[config.mk]
export PLATFORM = sky130hd
export DESIGN_NAME = fetch_pc_unit
export DESIGN_NICKNAME = d
export VERILOG_FILES = /design/src/rtl/fetch_pkg.sv /design/src/rtl/fetch_pc_checker.sv /design/src/rtl/fetch_queue.sv /design/src/rtl/fetch_pc_unit.sv
export SDC_FILE = /design/constraint.sdc
export NUM_CORES = 1
export LEC_CHECK = 0
export ABC_CLOCK_PERIOD_IN_PS = 24700
export CAP_MARGIN = 30
export CORE_ASPECT_RATIO = 0.5
export CORE_UTILIZATION = 39
export DETAILED_ROUTE_END_ITERATION = 10
export PLACE_DENSITY = 0.73
export SLEW_MARGIN = 10
export SYNTH_ARGS = -nofsm -noshare
export SYNTH_HDL_FRONTEND = slang
export SYNTH_SLANG_ARGS = --single-unit
export TNS_END_PERCENT = 50
[constraint.sdc]
create_clock -name clock -period 24.7 [get_ports clock]
set_input_delay 2.47 -clock clock [delete_from_list [all_inputs] [get_ports clock]]
set_output_delay 2.47 -clock clock [all_outputs]
set_load 0.02 [all_outputs]
[src/rtl/fetch_pkg.sv]
// Shared types and constants for the fetch stage: state encoding, reset PC,
// the NOP word and the {pc, insn} queue entry layout.
package fetch_pkg;

    typedef enum logic [0:0] {
        FETCH = 1'b0,
        FLUSH = 1'b1
    } fetch_state_e;

    localparam logic [31:0] RESET_PC_DEFAULT = 32'h0100_0000;
    localparam logic [31:0] NOP_INSN         = 32'h0000_0000;

    typedef struct packed {
        logic [31:0] pc;
        logic [31:0] insn;
    } fetch_entry_t;

endpackage

[src/rtl/fetch_pc_checker.sv]
// Protocol checks for the fetch stage: no unsolicited responses, no push into
// a full instruction queue, no pop from an empty one.
module fetch_pc_checker #(
    parameter int DEPTH = 2,
    localparam int CW   = $clog2(DEPTH) + 1
) (
    input logic          clock,
    input logic          reset,
    input logic          rsp_valid,
    input logic [CW-1:0] outstanding,
    input logic          push,
    input logic          pop,
    input logic [CW-1:0] occupancy
);

    localparam logic [CW-1:0] FULL_CNT = CW'(DEPTH);

    a_rsp_without_request: assert property (@(posedge clock) disable iff (reset)
        !(rsp_valid && (outstanding == '0)));

    a_push_when_full: assert property (@(posedge clock) disable iff (reset)
        !(push && !pop && (occupancy == FULL_CNT)));

    a_pop_when_empty: assert property (@(posedge clock) disable iff (reset)
        !(pop && (occupancy == '0)));

endmodule

[src/rtl/fetch_queue.sv]
// DEPTH-entry synchronous FIFO with a flush that discards all contents
// (including any same-cycle push/pop) and an occupancy count output.
module fetch_queue #(
    parameter int DEPTH = 2,
    parameter int WIDTH = 64,
    localparam int CW   = $clog2(DEPTH) + 1
) (
    input  logic             clock,
    input  logic             reset,
    input  logic             flush,
    input  logic             push,
    input  logic [WIDTH-1:0] push_data,
    input  logic             pop,
    output logic [WIDTH-1:0] head_data,
    output logic [CW-1:0]    count
);

    localparam int AW                = $clog2(DEPTH);
    localparam logic [AW-1:0] PTR_ONE = AW'(1);
    localparam logic [CW-1:0] CNT_ONE = CW'(1);
    localparam logic [CW-1:0] FULL_CNT = CW'(DEPTH);

    logic [WIDTH-1:0] mem_r [DEPTH];
    logic [AW-1:0]    wr_ptr_r;
    logic [AW-1:0]    rd_ptr_r;
    logic [CW-1:0]    count_r;
    logic             do_push_s;
    logic             do_pop_s;

    // Qualify push/pop against the current fill level; a full queue may still push when it pops.
    always_comb begin
        do_pop_s  = pop && (count_r != '0);
        do_push_s = push && ((count_r != FULL_CNT) || do_pop_s);
    end

    // Pointer and occupancy bookkeeping; flush empties the queue outright.
    always_ff @(posedge clock) begin
        if (reset || flush) begin
            wr_ptr_r <= '0;
            rd_ptr_r <= '0;
            count_r  <= '0;
        end else begin
            if (do_push_s) begin
                wr_ptr_r <= wr_ptr_r + PTR_ONE;
            end
            if (do_pop_s) begin
                rd_ptr_r <= rd_ptr_r + PTR_ONE;
            end
            case ({do_push_s, do_pop_s})
                2'b10:   count_r <= count_r + CNT_ONE;
                2'b01:   count_r <= count_r - CNT_ONE;
                default: count_r <= count_r;
            endcase
        end
    end

    // Entry storage; stale contents are never observed because consumers mask by count.
    always_ff @(posedge clock) begin
        if (do_push_s) begin
            mem_r[wr_ptr_r] <= push_data;
        end
    end

    assign head_data = mem_r[rd_ptr_r];
    assign count     = count_r;

endmodule

[src/rtl/fetch_pc_unit.sv]
// Fetch stage: owns the PC, issues credit-limited in-order imem reads, queues
// returned words with their PCs for decode, and flushes wrong-path work on redirect.
module fetch_pc_unit
    import fetch_pkg::*;
#(
    parameter logic [31:0] RESET_PC = RESET_PC_DEFAULT,
    parameter int          DEPTH    = 2
) (
    input  logic        clock,
    input  logic        reset,
    input  logic [31:0] w_next_pc_32,
    input  logic        w_redirect,
    output logic [31:0] w_pc_32,
    output logic        w_imem_req_valid,
    input  logic        w_imem_req_ready,
    output logic [31:0] w_imem_addr_32,
    input  logic        w_imem_rsp_valid,
    input  logic [31:0] w_imem_rsp_data_32,
    output logic        w_dec_valid,
    input  logic        w_dec_ready,
    output logic [31:0] w_dec_insn_32,
    output logic [31:0] w_dec_pc_32
);

    localparam int CW                  = $clog2(DEPTH) + 1;
    localparam logic [CW:0]   DEPTH_EXT = (CW + 1)'(DEPTH);
    localparam logic [CW-1:0] CNT_ONE   = CW'(1);

    fetch_state_e  state_r;
    logic [31:0]   pc_r;
    logic [CW-1:0] drop_r;
    logic [CW-1:0] drop_next_s;
    logic [CW-1:0] outstanding_s;
    logic [CW-1:0] occupancy_s;
    logic          req_valid_s;
    logic          req_fire_s;
    logic          push_s;
    logic          pop_s;
    logic [31:0]   tag_pc_s;
    fetch_entry_t  push_entry_s;
    fetch_entry_t  head_entry_s;

    // Credit rule: in-flight requests plus queued words never exceed the queue depth,
    // so every response is guaranteed a slot.
    always_comb begin
        if (reset) begin
            req_valid_s = 1'b0;
        end else begin
            req_valid_s = (state_r == FETCH) && !w_redirect &&
                          (({1'b0, outstanding_s} + {1'b0, occupancy_s}) < DEPTH_EXT);
        end
    end

    // Handshake qualification; a redirect kills any same-cycle push or pop.
    always_comb begin
        req_fire_s   = req_valid_s && w_imem_req_ready;
        push_s       = w_imem_rsp_valid && (drop_r == '0) && !w_redirect;
        pop_s        = (occupancy_s != '0) && w_dec_ready && !w_redirect;
        push_entry_s = '{pc: tag_pc_s, insn: w_imem_rsp_data_32};
        if (w_imem_rsp_valid) begin
            drop_next_s = outstanding_s - CNT_ONE;
        end else begin
            drop_next_s = outstanding_s;
        end
    end

    // Address tags of issued requests; its occupancy is the outstanding-request count.
    fetch_queue #(
        .DEPTH (DEPTH),
        .WIDTH (32)
    ) u_tag_fifo (
        .clock     (clock),
        .reset     (reset),
        .flush     (1'b0),
        .push      (req_fire_s),
        .push_data (pc_r),
        .pop       (w_imem_rsp_valid),
        .head_data (tag_pc_s),
        .count     (outstanding_s)
    );

    fetch_queue #(
        .DEPTH (DEPTH),
        .WIDTH (64)
    ) u_insn_queue (
        .clock     (clock),
        .reset     (reset),
        .flush     (w_redirect),
        .push      (push_s),
        .push_data (push_entry_s),
        .pop       (pop_s),
        .head_data (head_entry_s),
        .count     (occupancy_s)
    );

    // PC, stale-response drop counter and FETCH/FLUSH state.
    always_ff @(posedge clock) begin
        if (reset) begin
            pc_r    <= RESET_PC;
            drop_r  <= '0;
            state_r <= FETCH;
        end else if (w_redirect) begin
            pc_r    <= w_next_pc_32;
            drop_r  <= drop_next_s;
            state_r <= (drop_next_s != '0) ? FLUSH : FETCH;
        end else begin
            if (req_fire_s) begin
                pc_r <= w_next_pc_32;
            end
            if (w_imem_rsp_valid && (drop_r != '0)) begin
                drop_r <= drop_r - CNT_ONE;
            end
            case (state_r)
                FETCH: state_r <= FETCH;
                FLUSH: begin
                    if ((drop_r == '0) || (w_imem_rsp_valid && (drop_r == CNT_ONE))) begin
                        state_r <= FETCH;
                    end
                end
                default: state_r <= FETCH;
            endcase
        end
    end

    assign w_pc_32          = pc_r;
    assign w_imem_addr_32   = pc_r;
    assign w_imem_req_valid = req_valid_s;
    assign w_dec_valid      = (occupancy_s != '0);
    assign w_dec_insn_32    = w_dec_valid ? head_entry_s.insn : NOP_INSN;
    assign w_dec_pc_32      = w_dec_valid ? head_entry_s.pc   : 32'h0000_0000;

    fetch_pc_checker #(
        .DEPTH (DEPTH)
    ) u_checker (
        .clock       (clock),
        .reset       (reset),
        .rsp_valid   (w_imem_rsp_valid),
        .outstanding (outstanding_s),
        .push        (push_s),
        .pop         (pop_s),
        .occupancy   (occupancy_s)
    );

endmodule

==> results of run 1 <==
[routing by layer]
| metal | wire length [µm] | track usage (%) | vias up |
|---|---|---|---|
| met4 | 403 | 4.32 | 0 |
| met3 | 680 | 2.36 | 26 |
| met2 | 10200 | 28.2 | 110 |
| met1 | 7670 | 17.5 | 2762 |
| li1 | - | - | 2639 |
| met5 | 0 | 0 | - |
[cell usage in the layout (no fill, tap or decap), types with 22 or more instances in the layout]
cell               n
mux2i_1           64
clkdlybuf4s50_1  199
dfxtp_1           44
nor2_1            73
nand3_1           32
mux2_2            33
o21ai_0           32
edfxtp_1         192
a21oi_1           35
clkbuf_16         22
[final cells by class]
class                      count  area, µm²
clock buffer                  27        579
clock inverter                12        230
fill                        1859      10800
inverter                      11       41.3
multi-input combinational    319       2210
sequential                   237       6670
tap                          307        384
timing repair buffer         211       2150
[critical path, stage by stage]
cell,delay [ns]
clkdlybuf4s50_1,0.39
buf_4,0.27
or2_2,0.39
nor4_1,0.22
clkdlybuf4s50_1,0.66
[registers in the layout (all words and copies together) (netlist names), named ones only]
register / flops
u_insn_queue.count: 2
u_tag_fifo.rd_ptr_r: 1
u_insn_queue.mem_r: 128
u_tag_fifo.wr_ptr_r: 1
u_insn_queue.wr_ptr_r: 1
u_insn_queue.rd_ptr_r: 1
w_imem_addr_32: 32
state_r: 1
u_tag_fifo.count: 2
drop_r: 2
u_tag_fifo.mem_r: 64
[power by group through the flow]
| stage | Clock (W) | Sequential [W] | Combinational (W) |
|---|---|---|---|
| floorplan | 0 | 0.000496 | 0.000101 |
| global placement | 0 | 0.000494 | 0.000162 |
| detailed placement | 0 | 0.000495 | 0.000167 |
| CTS | 0.000381 | 0.000487 | 0.000168 |
| global route | 0.000397 | 0.000489 | 0.000181 |
| finish | 0.000372 | 0.000486 | 0.000168 |
[per-stage QoR]
step	power [W]	cell area, µm²	cells	worst slack [ns]
global route	0.00107	12300	1124	17.68
CTS	0.00104	12200	1122	17.80
finish	0.00103	12300	1124	17.81
floorplan	0.000598	9290	638	14.54
global placement	0.000656	11400	1081	17.85
detailed placement	0.000662	11400	1083	17.81
[cells in the mapped netlist, types with 5 or more instances]
| master | count |
|---|---|
| buf_4 | 32 |
| mux2i_1 | 64 |
| inv_1 | 10 |
| a21oi_1 | 35 |
| mux2_2 | 33 |
| buf_1 | 8 |
| dfxtp_1 | 45 |
| nor2_1 | 76 |
| ha_1 | 5 |
| buf_2 | 8 |
| clkbuf_1 | 22 |
| nand3_1 | 32 |
| edfxtp_1 | 192 |
| o21ai_0 | 32 |
[worst paths after layout]
path                         startpoint                      end  cells after the start
setup reg to reg  u_insn_queue.count[0]  u_tag_fifo.mem_r[1][19]                      7
setup / recovery                  reset         w_imem_req_valid                      5
hold / removal    u_insn_queue.wr_ptr_r    u_insn_queue.wr_ptr_r                      2
hold reg to reg   u_insn_queue.wr_ptr_r    u_insn_queue.wr_ptr_r                      2
[cell families (layout without fill, tap and decap cells)]
family	Yosys count	in the layout	synth area share, %
DFF	237	237	71.8
and+or+nand+nor	128	128	6.17
muxes	97	97	10.9
buffers and inverters	82	261	4.73
AOI/OAI and AO/OA	81	81	4.85
xor gates and xnor gates	7	7	0.660
adders and majority gates	6	6	0.889
==> run_results.csv, run 1 <==
group,metric,value,unit
run_status,status,"finished with violations",
run_status,violations,"design-rule violations",
synthesis,syn_nets,714,
sta,setup_viol_count_final,0,
sta,fin_tns_setup,0,ns
global_routing,grt_pass1_wl,29100,µm
floorplan,start_util,40.2,%
critical_path,critPathLaunchType,"primary input",
synthesis,avgSynthCellArea,14.6,µm²
pwr,p_per_area,83.6,nW/µm²
sta,finClkSkew,0.0195,ns
layout,layout-drive-gt1-share,10.5,%
layout,finish.utilization,53.1,%
cts,numCtsBuffers,22,
detailed_routing,post-route-drc-count,5,
cts,clk_pin_slew,0.06,ns
hold_path,holdCritPathClass,"reg -> reg",
placed_design,globalplace.congestion,0.753,
synthesis,ys_dominant_reg_cell,"edfxtp_1",
floorplan,row_count,39,
layout,synthToLayoutAreaGrowth,32.1,%
pwr,power_switching_share,24.3,%
cts,ctsHtreeMaxLevel,1,
sta,layout_min_cycle_time,6.89,ns
layout,final_nets,878,
cts,clockBufferDepth,3,
floorplan,core_area,23100,µm²
detailed_routing,antenna_left,0,
detailed_routing,vias_per_cell,4.93,
synthesis,yosysTopAreaCell,"edfxtp_1",
floorplan,io_pins,200,
floorplan,die-area,24500,µm²
pwr,p_int,0.000777,W
placed_design,dpl.hpwl,12100,µm
synthesis,synth_area,9290,µm²
critical_path,critPathMaxFanout,42,
sta,tightest_slew,0.915,ns
cts,cts_resized,0,
critical_path,worstSetupPathType,"in -> out",
global_routing,antenna_found_initial,0,
synthesis,async_reset_ff_share,0,%
pwr,leakage,3.96,nW
global_routing,grt_use_total,15.0,%
placed_design,io_buffers,199,
critical_path,critPathArrivalTime,4.42,ns
synthesis,yosys_warnings,0,
critical_path,endpoint_kind,"primary output",
pwr,vdd_drop_max,0.0000479,V
global_routing,grt_pass1_vias,5657,
cts,cts_tree,"yes",
synthesis,post_synth_num_cell_types,43,
cts,post_cts_buffers,0,
detailed_routing,drt_iter0_drc,386,
cts,root_buffer,"clkbuf_16",
synthesis,ys_ff_latch,237,
critical_path,cp.required,22.23,ns
floorplan,die_h,111,µm
pwr,clockPowerShare,36.2,%
sta,finalHoldViolCount,0,
global_routing,grt_max_degree,66,
flow_run,cap_violations,0,
cts,clkLatencyLatePin,0.52,ns
sta,grt_setup_unrepaired,"no",
pwr,power_frac_comb,16.4,%
synthesis,synthDominantCellAreaShare,62.1,%
detailed_routing,routed_wl,19000,µm
critical_path,rrSetupSlack,21.51,ns
detailed_routing,drt_pass1_iterations,8,
cts,cts_num_sinks,237,
synthesis,synth_enable_flop_cells,192,
sta,maxSlewViolCount,0,
pwr,switchingPower,0.000249,W
sta,fmax,0.145,GHz
sta,hold_ws,0.483,ns
global_routing,overflow,0,
synthesis,syn-instance-count,638,
layout,n_antenna_cell,0,
synthesis,ys_top_cells_by_area,"edfxtp_1, dfxtp_1, mux2i_1",
cts,cts_hold_buffers,0,
floorplan,die_w,220,µm
detailed_routing,wl_per_cell,16.9,µm
pwr,seqPwrFrac,47.4,%
synthesis,ys_seq_area_share,71.8,%
detailed_routing,vias,5537,
sta,max_slew_margin,39.0,%
sta,finalCritPeriodShare,27.9,%
(Power assumes the default switching activity.)
==> inputs of run 2 (changes only) <==
Settings changed: ABC_CLOCK_PERIOD_IN_PS 24700 to 7000.
Clock period 24.7 ns to 7 ns, I/O delays scaled along.
==> run 2 against run 1 <==
Effect of this change: highest routed layer unchanged; hold slack gained 0.030 ns; the run still ends with design-rule violations left; worst setup slack lost 14 ns; register-to-register slack lost 18 ns; utilization shrank 0.43 points; largest cell class unchanged; count of clock-buffer cells in the layout shrank 1; largest power group unchanged; combinational power grew to 3.5 times the previous value; non-clock buffer count grew 1; design area shrank 0.81%.
==> run_results.csv, run 2 (synthesis gave the netlist of run 1 again) <==
group,metric,value,unit
layout,final_cell_mix,"clkdlybuf4s50_1, edfxtp_1, nor2_1",
layout,final_common_cell,"clkdlybuf4s50_1",
cts,ctsHtreeMaxLevel,1,
global_routing,grt_max_degree,66,
detailed_routing,highest_layer,"met4",
run_status,violations,"design-rule violations",
floorplan,die-area,24500,µm²
global_routing,grt_pass1_wl,29300,µm
cts,clk_pin_slew,0.06,ns
layout,synthToLayoutAreaGrowth,31.0,%
critical_path,critPathMaxFanout,39,
layout,layout-drive-gt1-share,11.0,%
placed_design,dpl.hpwl,12100,µm
placed_design,globalplace.congestion,0.757,
cts,post_cts_buffers,0,
cts,cts_num_sinks,237,
placed_design,place_ws,3.56,ns
global_routing,grt_use_total,15.2,%
layout,top_register,"u_insn_queue.mem_r",
cts,clkLatencyLatePin,0.51,ns
pwr,vdd_drop_max,0.000168,V
detailed_routing,antenna_left,0,
cts,root_buffer,"clkbuf_16",
sta,tightest_slew,0.903,ns
detailed_routing,met2_length,9950,µm
run_status,status,"finished with violations",
critical_path,critPathLaunchType,"register",
detailed_routing,drt_pass1_iterations,10,
global_routing,grt_pass1_vias,5531,
floorplan,die_w,220,µm
pwr,leakage,3.92,nW
sta,setup_slack,3.66,ns
detailed_routing,met1Wirelength,7590,µm
layout,finish.utilization,52.7,%
floorplan,row_count,39,
hold_path,holdCritPathClass,"reg -> reg",
sta,setup_viol_count_final,0,
global_routing,overflow,0,
detailed_routing,wl_per_cell,16.8,µm
sta,grt_setup_unrepaired,"no",
detailed_routing,routed_wl,18900,µm
sta,finClkSkew,0.0233,ns
flow_run,cap_violations,0,
floorplan,io_pins,200,
detailed_routing,vias_per_cell,4.88,
layout,n_antenna_cell,0,
sta,maxSlewViolCount,0,
pwr,power,0.00345,W
sta,layout_min_cycle_time,3.34,ns
critical_path,worstSetupPathType,"reg -> out",
pwr,p_per_area,283,nW/µm²
critical_path,critPathArrivalTime,2.64,ns
floorplan,core_area,23100,µm²
cts,cts_hold_buffers,0,
sta,fmax,0.299,GHz
detailed_routing,post-route-drc-count,6,
global_routing,antenna_found_initial,0,
layout,final_nets,879,
critical_path,endpoint_kind,"primary output",
cts,cts_tree,"yes",
sta,finalHoldViolCount,0,
sta,fin_tns_setup,0,ns
detailed_routing,drt_iter0_drc,313,
layout,fillers,1877,
layout,largest_reg_flops,128,
cts,numCtsBuffers,22,
sta,max_slew_margin,39.8,%
cts,cts_resized,0,
critical_path,cp.required,6.30,ns
floorplan,die_h,111,µm
sta,finalCritPeriodShare,47.7,%
placed_design,io_buffers,199,
cts,clockBufferDepth,3,
detailed_routing,wl_met3,932,µm
detailed_routing,vias,5486,
floorplan,start_util,40.2,%
[run 2: path summary, 6_finish.rpt]
path,start,endpoint,slack (ns),cells past startpoint
setup / recovery,register,w_dec_pc_32[31],3.66,5
hold / removal,u_insn_queue.rd_ptr_r,u_insn_queue.rd_ptr_r,0.51,2
setup reg to reg,u_insn_queue.count[0],u_tag_fifo.mem_r[0][12],3.84,7
hold reg to reg,u_insn_queue.rd_ptr_r,u_insn_queue.rd_ptr_r,0.51,2
[run 2: critical path, stage by stage, from the launching register on]
cell and delay, ns:
dfxtp_4 0.33, buf_4 0.55, buf_12 0.30, mux2i_1 0.10
nor2_1 0.18, clkdlybuf4s50_1 0.64
[run 2: report_power, final]
part	switching, W	internal [W]
registers	0.0000676	0.00166
clock network	0.000506	0.000631
logic	0.000314	0.000274
[run 2: stage by stage]
step | cells | hold WS (ns) | instance area, µm²
after floorplan | 638 | 0.451 | 9290
after global placement | 1082 | 0.476 | 11400
after detailed placement | 1084 | 0.487 | 11400
after CTS | 1123 | 0.499 | 12100
after global routing | 1125 | 0.531 | 12200
final | 1125 | 0.513 | 12200
[run 2: per-layer routing]
metal,GRT usage [%],vias up
met2,27.5,118
met5,0,-
met1,18.2,2693
met4,4.23,0
met3,2.83,36
li1,-,2639
[run 2: cell type report]
type | count | area [µm²] | area share [%]
timing repair buffer | 212 | 2160 | 17.8
inverter | 11 | 41.3 | 0.339
sequential | 237 | 6670 | 54.8
clock inverter | 13 | 111 | 0.915
multi-input combinational | 319 | 2220 | 18.3
clock buffer | 26 | 576 | 4.73
tap | 307 | 384 | 3.16
==> inputs of run 3 (changes only) <==
Settings changed: ABC_CLOCK_PERIOD_IN_PS 7000 to 3020, PLACE_DENSITY 0.73 to 0.75.
Clock period 7 ns to 3.02 ns, I/O delays scaled along.
==> run 3 against run 2 <==
Effect of this change: die area unchanged; non-clock buffer count up 7; routed wire length rose by 2.7%; the flow still finishes with violations (design-rule violations); largest power group unchanged; sequential power up 130%.
==> run_results.csv, run 3 (synthesis gave the netlist of run 1 again) <==
group,metric,value,unit
run_status,status,"finished with violations",
run_status,violations,"design-rule violations",
cts,numCtsBuffers,22,
cts,clk_pin_slew,0.06,ns
floorplan,io_pins,200,
pwr,p_per_area,656,nW/µm²
cts,clkLatencyLatePin,0.50,ns
floorplan,die_h,111,µm
cts,cts_hold_buffers,0,
floorplan,row_count,39,
critical_path,cp.required,2.72,ns
critical_path,rrSetupSlack,0.33,ns
critical_path,r2r_end,"u_tag_fifo.count[0]",
global_routing,overflow,0,
pwr,vdd_drop_max,0.000398,V
layout,layoutNonFillerInstCount,1131,
cts,cts_num_sinks,237,
layout,final_cell_mix,"clkdlybuf4s50_1, edfxtp_1, nor2_1",
sta,tightest_slew,0.509,ns
global_routing,grt_pass1_vias,5631,
pwr,leakage,3.96,nW
detailed_routing,antenna_left,0,
layout,synthToLayoutAreaGrowth,32.1,%
layout,n_antenna_cell,0,
layout,finish.utilization,53.1,%
critical_path,critPathArrivalTime,2.62,ns
placed_design,dpl_cell_area,11600,µm²
sta,hold_ws,0.374,ns
floorplan,die_w,220,µm
global_routing,antenna_found_initial,0,
placed_design,io_buffers,199,
detailed_routing,vias,5573,
critical_path,slowest_delay,0.68,ns
critical_path,endpoint_kind,"primary output",
layout,final_nets,886,
detailed_routing,drt_pass1_iterations,9,
placed_design,globalplace.congestion,0.774,
sta,setup_viol_count_final,0,
global_routing,grt_use_total,15.7,%
sta,maxSlewViolCount,0,
layout,post-route-cell-area,12300,µm²
hold_path,hold_end,"w_imem_addr_32[5]",
layout,layout-drive-gt1-share,12.0,%
layout,fillers,1815,
critical_path,critPathMaxFanout,6,
hold_path,hold_depth,3,
cts,clockBufferDepth,3,
floorplan,core_area,23100,µm²
global_routing,grt_max_degree,65,
cts,root_buffer,"clkbuf_16",
cts,post_cts_buffers,0,
detailed_routing,vias_per_cell,4.93,
layout,top_register,"u_insn_queue.mem_r",
floorplan,die-area,24500,µm²
critical_path,critPathLaunchType,"register",
floorplan,start_util,40.2,%
cts,cts_tree,"yes",
critical_path,rr_worst_depth,7,
detailed_routing,routed_wl,19400,µm
layout,largest_reg_flops,128,
hold_path,holdCritPathClass,"in -> reg",
sta,max_slew_margin,66.0,%
critical_path,worstSetupPathType,"reg -> out",
layout,final_common_cell,"clkdlybuf4s50_1",
layout,regArea,6670,µm²
layout,multi_input_area,2240,µm²
flow_run,cap_violations,0,
critical_path,cp_cell_sequence,"and2_1 -> fa_1 -> nor4_1 -> clkdlybuf4s50_1",
detailed_routing,post-route-drc-count,5,
cts,cts_resized,0,
detailed_routing,wl_per_cell,17.2,µm
placed_design,dpl.hpwl,13100,µm
critical_path,critPathSlowestCell,"clkdlybuf4s50_1",
sta,finClkSkew,0.0219,ns
cts,ctsHtreeMaxLevel,1,
critical_path,timing.rr.start,"u_tag_fifo.count[0]",
sta,finalHoldViolCount,0,
placed_design,dpl.cell_count,1093,
sta,fmax,0.342,GHz
sta,grt_setup_unrepaired,"no",
sta,layout_min_cycle_time,2.92,ns
sta,finalCritPeriodShare,96.9,%
detailed_routing,drt_iter0_drc,317,
global_routing,grt_pass1_wl,30500,µm
hold_path,worstHoldStart,"w_next_pc_32[5]",
## run 3: changes by cell type in the layout (fill, tap and decap cells not counted), sizes merged
cell and delta:
clkbuf +2, clkinvlp -1, buf +7, clkinv -2
## run 3: per-layer routing
metal	vias to the layer above	part of all wire [%]	routed length (µm)	GRT usage (%)
li1	2655	-	-	-
met1	2773	42	8140	19.3
met2	117	53	10300	28.8
met5	-	0	0	0
met4	0	2.1	411	4.09
met3	28	3.2	613	2.11
## run 3: worst max path at each step
| stage | slack [ns] | start | to | depth (start not counted) |
|---|---|---|---|---|
| floorplan | -0.17 | drop_r[1] | u_insn_queue.mem_r[1][0] | 4 |
| global placement | 0.43 | u_tag_fifo.count[0] | u_tag_fifo.count[0] | 7 |
| detailed placement | 0.34 | u_tag_fifo.count[0] | u_tag_fifo.count[0] | 7 |
| CTS | 0.05 | u_tag_fifo.count[0] | w_imem_req_valid | 4 |
| global route | 0.002 | u_tag_fifo.count[0] | w_imem_req_valid | 4 |
| finish | 0.1 | u_tag_fifo.count[0] | w_imem_req_valid | 4 |
## run 3: layout make-up
class	count	area share, %
Inverter	11	0.337
Sequential cell	237	54.4
Tap cell	307	3.13
Clock inverter	10	0.633
Multi-Input combinational cell	319	18.3
Timing Repair Buffer	219	18.3
Clock buffer	28	4.93
## run 3: stage by stage
step	setup TNS [ns]	worst slack, ns	total power (W)
final	0	0.0950	0.00804
after global placement	0	0.428	0.00543
after detailed placement	0	0.341	0.00549
after CTS	0	0.0500	0.00813
after floorplan	-19.89	-0.170	0.00490
after global routing	0	0.00162	0.00836
## run 3: where the power goes
part | switching, W | leakage [nW] | internal (W)
registers | 0.000137 | 2.13 | 0.00384
logic | 0.000777 | 1.50 | 0.000665
clock network | 0.00113 | 0.334 | 0.00150
total | 0.00204 | 3.96 | 0.00600
## run 3: worst max-delay path: cells and delay by family, from the launching register on
family	cells	cell delay, ns
buf+inv	1	0.68
simple gates	2	0.55
fa+ha+maj	1	0.45
flops	1	0.44
